**src/rtl/alu_exerciser.sv**
```systemverilog
// Sequential initiator for the 2-bit ALU: single commands over valid/ready, or an
// exhaustive 128-vector sweep folded into a 16-bit signature. States: IDLE | SETTLE | CAPTURE | RESP.
module alu_exerciser #(
  parameter int unsigned SETTLE_CYCLES = 2
) (
  input  logic        clk,
  input  logic        rst_n,
  input  logic        cmd_valid,
  output logic        cmd_ready,
  input  logic [1:0]  cmd_a,
  input  logic [1:0]  cmd_b,
  input  logic        cmd_cin,
  input  logic [1:0]  cmd_sel,
  output logic        rsp_valid,
  input  logic        rsp_ready,
  output logic [3:0]  rsp_result,
  output logic [6:0]  rsp_vector,
  input  logic        sweep_start,
  output logic        sweep_busy,
  output logic        sweep_done,
  output logic [15:0] sweep_signature,
  output logic        alu_a0,
  output logic        alu_a1,
  output logic        alu_b0,
  output logic        alu_b1,
  output logic        alu_cin,
  output logic        alu_s0,
  output logic        alu_s1,
  input  logic        alu_out0,
  input  logic        alu_out1,
  input  logic        alu_out2,
  input  logic        alu_out3
);

  typedef enum logic [1:0] {IDLE, SETTLE, CAPTURE, RESP} state_t;

  localparam logic [3:0] SETTLE_INIT = 4'(SETTLE_CYCLES - 1);

  state_t      r_state;
  state_t      w_state_nxt;
  logic [6:0]  r_vec;
  logic [6:0]  r_idx;
  logic [3:0]  r_cnt;
  logic [3:0]  r_result;
  logic [15:0] r_sig;
  logic        r_sweep;
  logic        r_done;
  logic [3:0]  w_alu_out;
  logic        w_start;
  logic        w_accept;
  logic        w_capture;
  logic        w_sweep_step;
  logic        w_sweep_end;

  assign w_alu_out = {alu_out3, alu_out2, alu_out1, alu_out0};

  always_ff @(posedge clk or negedge rst_n) begin
    if (!rst_n) r_state <= IDLE;
    else        r_state <= w_state_nxt;
  end

  always_comb begin
    w_state_nxt  = r_state;
    w_start      = 1'b0;
    w_accept     = 1'b0;
    w_capture    = 1'b0;
    w_sweep_step = 1'b0;
    w_sweep_end  = 1'b0;
    case (r_state)
      IDLE: begin
        // sweep_start wins; a simultaneous command simply stays pending
        if (sweep_start) begin
          w_start     = 1'b1;
          w_state_nxt = SETTLE;
        end else if (cmd_valid) begin
          w_accept    = 1'b1;
          w_state_nxt = SETTLE;
        end
      end
      SETTLE: begin
        if (r_cnt == 4'd0) w_state_nxt = CAPTURE;
      end
      CAPTURE: begin
        w_capture = 1'b1;
        if (!r_sweep) begin
          w_state_nxt = RESP;
        end else if (r_idx == 7'd127) begin
          w_sweep_end = 1'b1;
          w_state_nxt = IDLE;
        end else begin
          w_sweep_step = 1'b1;
          w_state_nxt  = SETTLE;
        end
      end
      RESP: begin
        if (rsp_ready) w_state_nxt = IDLE;
      end
      default: w_state_nxt = IDLE;
    endcase
  end

  always_ff @(posedge clk or negedge rst_n) begin
    if (!rst_n) begin
      r_vec    <= '0;
      r_idx    <= '0;
      r_cnt    <= '0;
      r_result <= '0;
      r_sig    <= '0;
      r_sweep  <= 1'b0;
      r_done   <= 1'b0;
    end else begin
      r_done <= w_sweep_end;
      if (w_start || w_accept || w_sweep_step) r_cnt <= SETTLE_INIT;
      else if (r_state == SETTLE && r_cnt != 4'd0) r_cnt <= r_cnt - 4'd1;
      if (w_start) begin
        r_vec   <= '0;
        r_idx   <= '0;
        r_sig   <= '0;
        r_sweep <= 1'b1;
      end else if (w_accept) begin
        r_vec <= {cmd_sel, cmd_cin, cmd_b, cmd_a};
      end else if (w_sweep_step) begin
        r_vec <= r_idx + 7'd1;
        r_idx <= r_idx + 7'd1;
      end
      if (w_capture) r_result <= w_alu_out;
      if (w_capture && r_sweep) r_sig <= {r_sig[14:0], r_sig[15]} ^ {12'h000, w_alu_out};
      if (w_sweep_end) r_sweep <= 1'b0;
    end
  end

  assign cmd_ready       = (r_state == IDLE) && !sweep_start;
  assign rsp_valid       = (r_state == RESP);
  assign rsp_result      = r_result;
  assign rsp_vector      = r_vec;
  assign sweep_busy      = r_sweep;
  assign sweep_done      = r_done;
  assign sweep_signature = r_sig;

  assign alu_a0  = r_vec[0];
  assign alu_a1  = r_vec[1];
  assign alu_b0  = r_vec[2];
  assign alu_b1  = r_vec[3];
  assign alu_cin = r_vec[4];
  assign alu_s0  = r_vec[5];
  assign alu_s1  = r_vec[6];

endmodule

```
**config.mk**
```make
export PLATFORM = sky130hd
export DESIGN_NAME = alu_exerciser
export DESIGN_NICKNAME = d
export VERILOG_FILES = /design/src/rtl/alu_exerciser.sv
export SDC_FILE = /design/constraint.sdc
export NUM_CORES = 1
export LEC_CHECK = 0
export ABC_AREA = 1
export CAP_MARGIN = 40
export CORE_ASPECT_RATIO = 0.8
export CORE_MARGIN = 2
export CORE_UTILIZATION = 45
export CTS_CLUSTER_DIAMETER = 50
export DETAILED_ROUTE_END_ITERATION = 12
export PLACE_DENSITY = 0.74
export RECOVER_POWER = 100
export SLEW_MARGIN = 30
export SYNTH_ARGS = -nofsm -noshare
export SYNTH_HDL_FRONTEND = slang
export SYNTH_SLANG_ARGS = --single-unit
```
**constraint.sdc**
```tcl
create_clock -name clk -period 1.8 [get_ports clk]
set_clock_uncertainty 0.05 [all_clocks]
set_input_delay 0.36 -clock clk [delete_from_list [all_inputs] [get_ports clk]]
set_output_delay 0.36 -clock clk [all_outputs]
set_load 0.01 [all_outputs]
```
==> results.cfg, run 1 <==
[worst_setup_path]
crit_slowest_cell = dlygate4sd3_1
rr_startpoint = r_state[0]
worst_ep_required_time_ns = 1.39
critPathCaptureType = output pin
critPathBufInv = 1
cp_num_cells = 1
cp_top_family = buffers and inverters
path_class = reg2out
rrSetupSlack_ns = 0.17
reg2reg_to = sweep_signature[11]
critPathMaxStageDelay_ns = 0.61
cp_max_fo = 4
r2r_cells = 5
path_cells = dlygate4sd3_1
startpoint = sweep_signature[2]
cp.arrival_ns = 1.31
start_kind = flop
crit_end = sweep_signature[2]

[logic_synthesis]
netlist_area_um2 = 2180
synth-adder-area-share_pct = 1.72
synth_seq_area_share_pct = 48.2
synth_top_cell_area_share_pct = 48.2
synth_top_family_by_area = simple AND/OR/NAND/NOR gates
synth_area_leader_cell = dfrtp_1
synthFlopType = dfrtp_1
syn_area_per_cell_um2 = 8.75
netlist_instances = 249
yosys.area_share.simple_pct = 27.9
synth_compound_area_share_pct = 10.7
synth_async_sr_flop_share_pct = 100
yosys-top-cells-count = 50 x nand2_1, 42 x dfrtp_1, 34 x inv_1, 23 x nand3_1, 17 x nor2_1
synth_edf_count = 0
synthTopCellsByArea = dfrtp_1 48%, nand2_1 8.6%, inv_1 5.9%, nand3_1 5.3%, nand2_2 3.7%
synth_most_common_cell = nand2_1
synthMuxAreaShare_pct = 0
synth_warnings = 0
yosysUniqueCellTypes = 29
yosys.area_share.xor_xnor_pct = 0.804
synth_seq_cells = 42
synth_nets = 268

[global_route]
grt_max_degree = 25
grt_remaining_overflow = 0
antenna_found_initial = 0
grt_pass1_vias = 1706
grt.total_usage_pct = 18.4
grt_pass1_wl_mm = 7.62

[clocking]
clkTransAtPathRegs_ns = 0.08
cts_tree = done
clock_latency_ns = 0.29
cts_made_buffers = 5
cts_root_buf = clkbuf_8
htreeDepth = 2
clkSinkCount = 42
clockBufferDepth = 2

[sta]
final_max_slew_viol_count = 0
setup_viol = 0
hold_viol = 0
fin_setup_tns_ns = 0
rsz0062_at_grt = false
worst_pin_slew_ns = 1.08
max_freq_ghz = 0.580
layout_min_cycle_time_ns = 1.72
post-route-period-util_pct = 95.8
relSlewSlack_pct = 27.9

[routing]
firstDrtPassIters = 4
wl_per_cell_um = 12.1
vias = 1751
drcViolationCount = 0
final_antenna_net_count = 0
via_per_inst = 4.77
wl_mm = 4.44
drtIter0Drc = 82

[final_layout]
diodes = 0
final_cells = 367
final_cell_area_um2 = 2850
drive_gt1_share_pct = 12.7
synthToLayoutAreaGrowth_pct = 30.6
nNetsFinal = 325
n_fill_cell = 434

[job]
maxCapViolCount = 0

[power_and_ir_drop]
power_frac_seq_pct = 33.7
combPwrFrac_pct = 50.0
power.switching_mw = 1.86
p_int_mw = 2.72
vdd_drop_max_mv = 0.877
power_density_nw_per_um2 = 1610
p_leak_nw = 1.47
clkPwrFrac_pct = 16.3
swShare_pct = 40.5

[place]
dp_hpwl_mm = 3.28
routabilityCongestion = 0.874
placed_area_um2 = 2760
dp.cells = 357
portBuffers = 53

[die]
core.rowCount = 22
fp.dieH_um = 66.3
die_area_um2 = 5420
ios = 54
chipWidth_um = 81.8
initial_core_util_pct = 47.1
coreArea_um2 = 4620

[run_status]
status = finished clean

[min_path]
min_path_type = reg2reg
[per-layer routing]
| layer | vias up | part of all wire (%) | GRT usage, % | wire [µm] |
|---|---|---|---|---|
| met1 | 808 | 50 | 25.3 | 2230 |
| met2 | 32 | 45 | 28.0 | 1990 |
| met5 | - | 0 | 0 | 0 |
| met3 | 4 | 3.9 | 5.33 | 171 |
| met4 | 0 | 1.1 | 5.63 | 48 |
| li1 | 907 | - | - | - |
[kinds of logic after synthesis]
group | after synthesis
and+or+nand+nor | 118
buffers and inverters | 49
DFF | 42
AOI/OAI and AO/OA | 35
adders and majority gates | 3
xor gates and xnor gates | 2
[flip-flops by register name (all words and copies together) (netlist names)]
signal	count
sweep_signature	16
sweep_done	1
r_state	2
rsp_result	4
r_cnt	4
r_idx	7
rsp_vector	7
sweep_busy	1
[cell type report]
type	instances	area, µm²	area share [%]
sequential	42	1050	36.9
clock buffer	6	72.6	2.55
clock inverter	2	37.5	1.32
inverter	38	150	5.27
tap	60	75.1	2.64
timing repair buffer	61	596	20.9
multi-input combinational	158	865	30.4
[worst min-delay path by stage]
stage                             start             endpoint  slack [ns]  depth (start not counted)
after CTS                 rsp_result[1]        rsp_result[1]        0.45                          2
final                     rsp_result[1]        rsp_result[1]        0.44                          2
after floorplan                   rst_n             r_cnt[0]        0.01                          0
after detailed placement          rst_n  sweep_signature[10]        0.29                          1
after global routing      rsp_result[3]        rsp_result[3]        0.47                          2
after global placement            rst_n   sweep_signature[9]        0.29                          1
[per-stage QoR]
| step | setup slack (ns) | power, mW | utilization (%) | hold WS, ns |
|---|---|---|---|---|
| finish | 0.0761 | 4.58 | 61.6 | 0.442 |
| floorplan | 0.435 | 3.12 | - | 0.0144 |
| detailed placement | -0.158 | 4.06 | 59.6 | 0.288 |
| global route | 0.00509 | 4.96 | 61.6 | 0.471 |
| global placement | -0.149 | 4.01 | 59.6 | 0.289 |
| CTS | 0.0157 | 4.83 | 62.3 | 0.451 |
[power groups by stage]
| stage | Combinational [mW] | Sequential (mW) | Clock (mW) |
|---|---|---|---|
| after floorplan | 1.41 | 1.71 | 0 |
| after global placement | 2.44 | 1.58 | 0 |
| after detailed placement | 2.47 | 1.59 | 0 |
| after CTS | 2.50 | 1.57 | 0.765 |
| after global routing | 2.54 | 1.60 | 0.816 |
| final | 2.29 | 1.54 | 0.745 |
[worst min-delay path: stages, from the launching register on]
cell and delay, ns:
dfrtp_1 0.36, nand2_1 0.06, nand2_1 0.05
[cells in the final DEF (no fill, tap or decap), types with 2 or more instances in the layout]
| cell type | n |
|---|---|
| a21oi_1 | 3 |
| buf_4 | 4 |
| clkbuf_1 | 2 |
| clkbuf_8 | 5 |
| clkdlybuf4s50_1 | 17 |
| dfrtp_1 | 42 |
| dlygate4sd3_1 | 34 |
| ha_1 | 3 |
| inv_1 | 34 |
| inv_2 | 3 |
| nand2_1 | 57 |
| nand2_2 | 7 |
| nand2_4 | 2 |
| nand2_8 | 2 |
| nand3_1 | 23 |
| nand4_1 | 3 |
| nor2_1 | 16 |
| nor2_4 | 4 |
| o21ai_0 | 10 |
| o21ai_1 | 2 |
| o22ai_1 | 13 |
| o31ai_2 | 2 |
| xor2_1 | 2 |
[timing repair]
item,CTS,global route
setup endpoints to repair,2,1
resized for setup,2,2
setup buffers,1,0
endpoints found under the hold margin,18,0
hold buffers,1,0
Note: power is estimated with default switching activity, not from simulation.
==> run 2: changes to the inputs <==
==> constraint.sdc (replaced) <==
create_clock -name clk -period 1.8 [get_ports clk]
set_clock_uncertainty 0.05 [all_clocks]
set_input_delay 0.36 -clock clk [delete_from_list [all_inputs] [get_ports clk]]
set_output_delay 0.36 -clock clk [all_outputs]
set_load 0.05 [all_outputs]
==> results.cfg, run 2 (synthesis gave the netlist of run 1 again) <==
[power_and_ir_drop]
power_density_nw_per_um2 = 2050
p_leak_nw = 1.27
total_power_mw = 5.25
vdd_drop_max_mv = 1.05

[sta]
max_freq_ghz = 0.586
relSlewSlack_pct = 37.8
final_max_slew_viol_count = 0
worst_pin_slew_ns = 0.933
post-route-period-util_pct = 94.8
layout_min_cycle_time_ns = 1.71
setup_viol = 0
rsz0062_at_grt = false
hold_viol = 0
fin_setup_tns_ns = 0

[routing]
final_antenna_net_count = 0
wl_per_cell_um = 12.3
firstDrtPassIters = 4
vias = 1780
wl_mm = 4.46
drcViolationCount = 0
drtIter0Drc = 71
via_per_inst = 4.90

[clocking]
cts_root_buf = clkbuf_8
clkTransAtPathRegs_ns = 0.08
clkSinkCount = 42
htreeDepth = 2
cts_tree = done
clock_latency_ns = 0.29
clockBufferDepth = 2
cts_made_buffers = 5
post_cts_buffers = 0

[final_layout]
final_cell_area_um2 = 2560
final_common_cell = nand2_1
diodes = 0
largest_reg_flops = 16
final_cell_mix = 58 x nand2_1, 42 x dfrtp_1, 38 x clkbuf_1
synthToLayoutAreaGrowth_pct = 17.6
nNetsFinal = 321
final_cells = 363
fin_util_pct = 55.4
drive_gt1_share_pct = 11.6

[global_route]
grt_remaining_overflow = 0
grt_pass1_vias = 1667
grt.total_usage_pct = 17.9
grt_max_degree = 43
grt_pass1_wl_mm = 7.54
antenna_found_initial = 0

[place]
placed_area_um2 = 2660
portBuffers = 53
dp_hpwl_mm = 3.21
routabilityCongestion = 0.860
dp.cells = 354

[worst_setup_path]
start_kind = flop
critPathBufInv = 2
critPathCaptureType = output pin
critPathMaxStageDelay_ns = 0.45
path_cells = inv_2, nand2_1, nor2_2, buf_12
cp_max_fo = 4
path_class = reg2out
crit_slowest_cell = dfrtp_1
cp_top_family = flip-flops
worst_ep_required_time_ns = 1.39
cp.arrival_ns = 1.30

[job]
maxCapViolCount = 0

[die]
initial_core_util_pct = 47.1
chipWidth_um = 81.8
core.rowCount = 22
fp.dieH_um = 66.3
die_area_um2 = 5420
ios = 54
coreArea_um2 = 4620

[min_path]
min_path_type = reg2reg

[run_status]
status = finished clean
[run 2: layer usage]
metal	global-route usage, %	vias up	share of wire [%]
li1	-	900	-
met5	0	-	0
met3	3.83	5	4.1
met2	27.4	36	43
met1	25.5	839	51
met4	5.21	0	1.0
[run 2: through the flow]
stage | worst slack [ns] | hold WS [ns]
after floorplan | 0.0164 | 0.0144
after global placement | 0.0894 | 0.300
after detailed placement | 0.0790 | 0.301
after CTS | 0.0747 | 0.441
after global routing | 0.00287 | 0.456
final | 0.0941 | 0.439
[run 2: timing repair]
item / 4_1_cts / 5_1_grt
hold endpoints to repair: 42 / 0
setup endpoints to repair: 1 / 0
hold buffers: 1 / 0
gates resized for setup: 1 / 0
[run 2: tightest hold or removal path, cell delays in order (launching register included)]
cell	delay, ns
dfrtp_1	0.35
nand2_1	0.05
nand2_1	0.05
[run 2: power breakdown]
group	total (mW)	internal (mW)	switching, mW
Clock	0.737	0.414	0.324
Combinational	2.93	0.661	2.27
Sequential	1.58	1.30	0.280
[run 2: layout make-up]
type | instances | area, µm²
Tap cell | 60 | 75.1
Inverter | 38 | 150
Timing Repair Buffer | 57 | 332
Clock buffer | 6 | 72.6
Multi-Input combinational cell | 158 | 846
Sequential cell | 42 | 1050
Fill cell | 476 | 2060
Clock inverter | 2 | 37.5
[run 2: worst paths after layout]
path | from | end | slack (ns) | cells after the start
max reg2reg | r_idx[1] | rsp_vector[2] | 0.15 | 9
max | r_state[1] | cmd_ready | 0.09 | 4
min | rsp_result[2] | rsp_result[2] | 0.44 | 2
min in group asynchronous | rst_n | sweep_signature[9] | 0.80 | 3
max in group asynchronous | rst_n | r_cnt[3] | 0.32 | 3
min reg2reg | rsp_result[2] | rsp_result[2] | 0.44 | 2
==> run 3: changes to the inputs <==
--- a/config.mk
+++ b/config.mk
@@ -14,7 +14,6 @@
 export DETAILED_ROUTE_END_ITERATION = 12
 export PLACE_DENSITY = 0.74
 export RECOVER_POWER = 100
-export SLEW_MARGIN = 30
 export SYNTH_ARGS = -nofsm -noshare
 export SYNTH_HDL_FRONTEND = slang
 export SYNTH_SLANG_ARGS = --single-unit
==> results of run 3 <==
Final layout, timing and power as in run 2 (identical DEF).
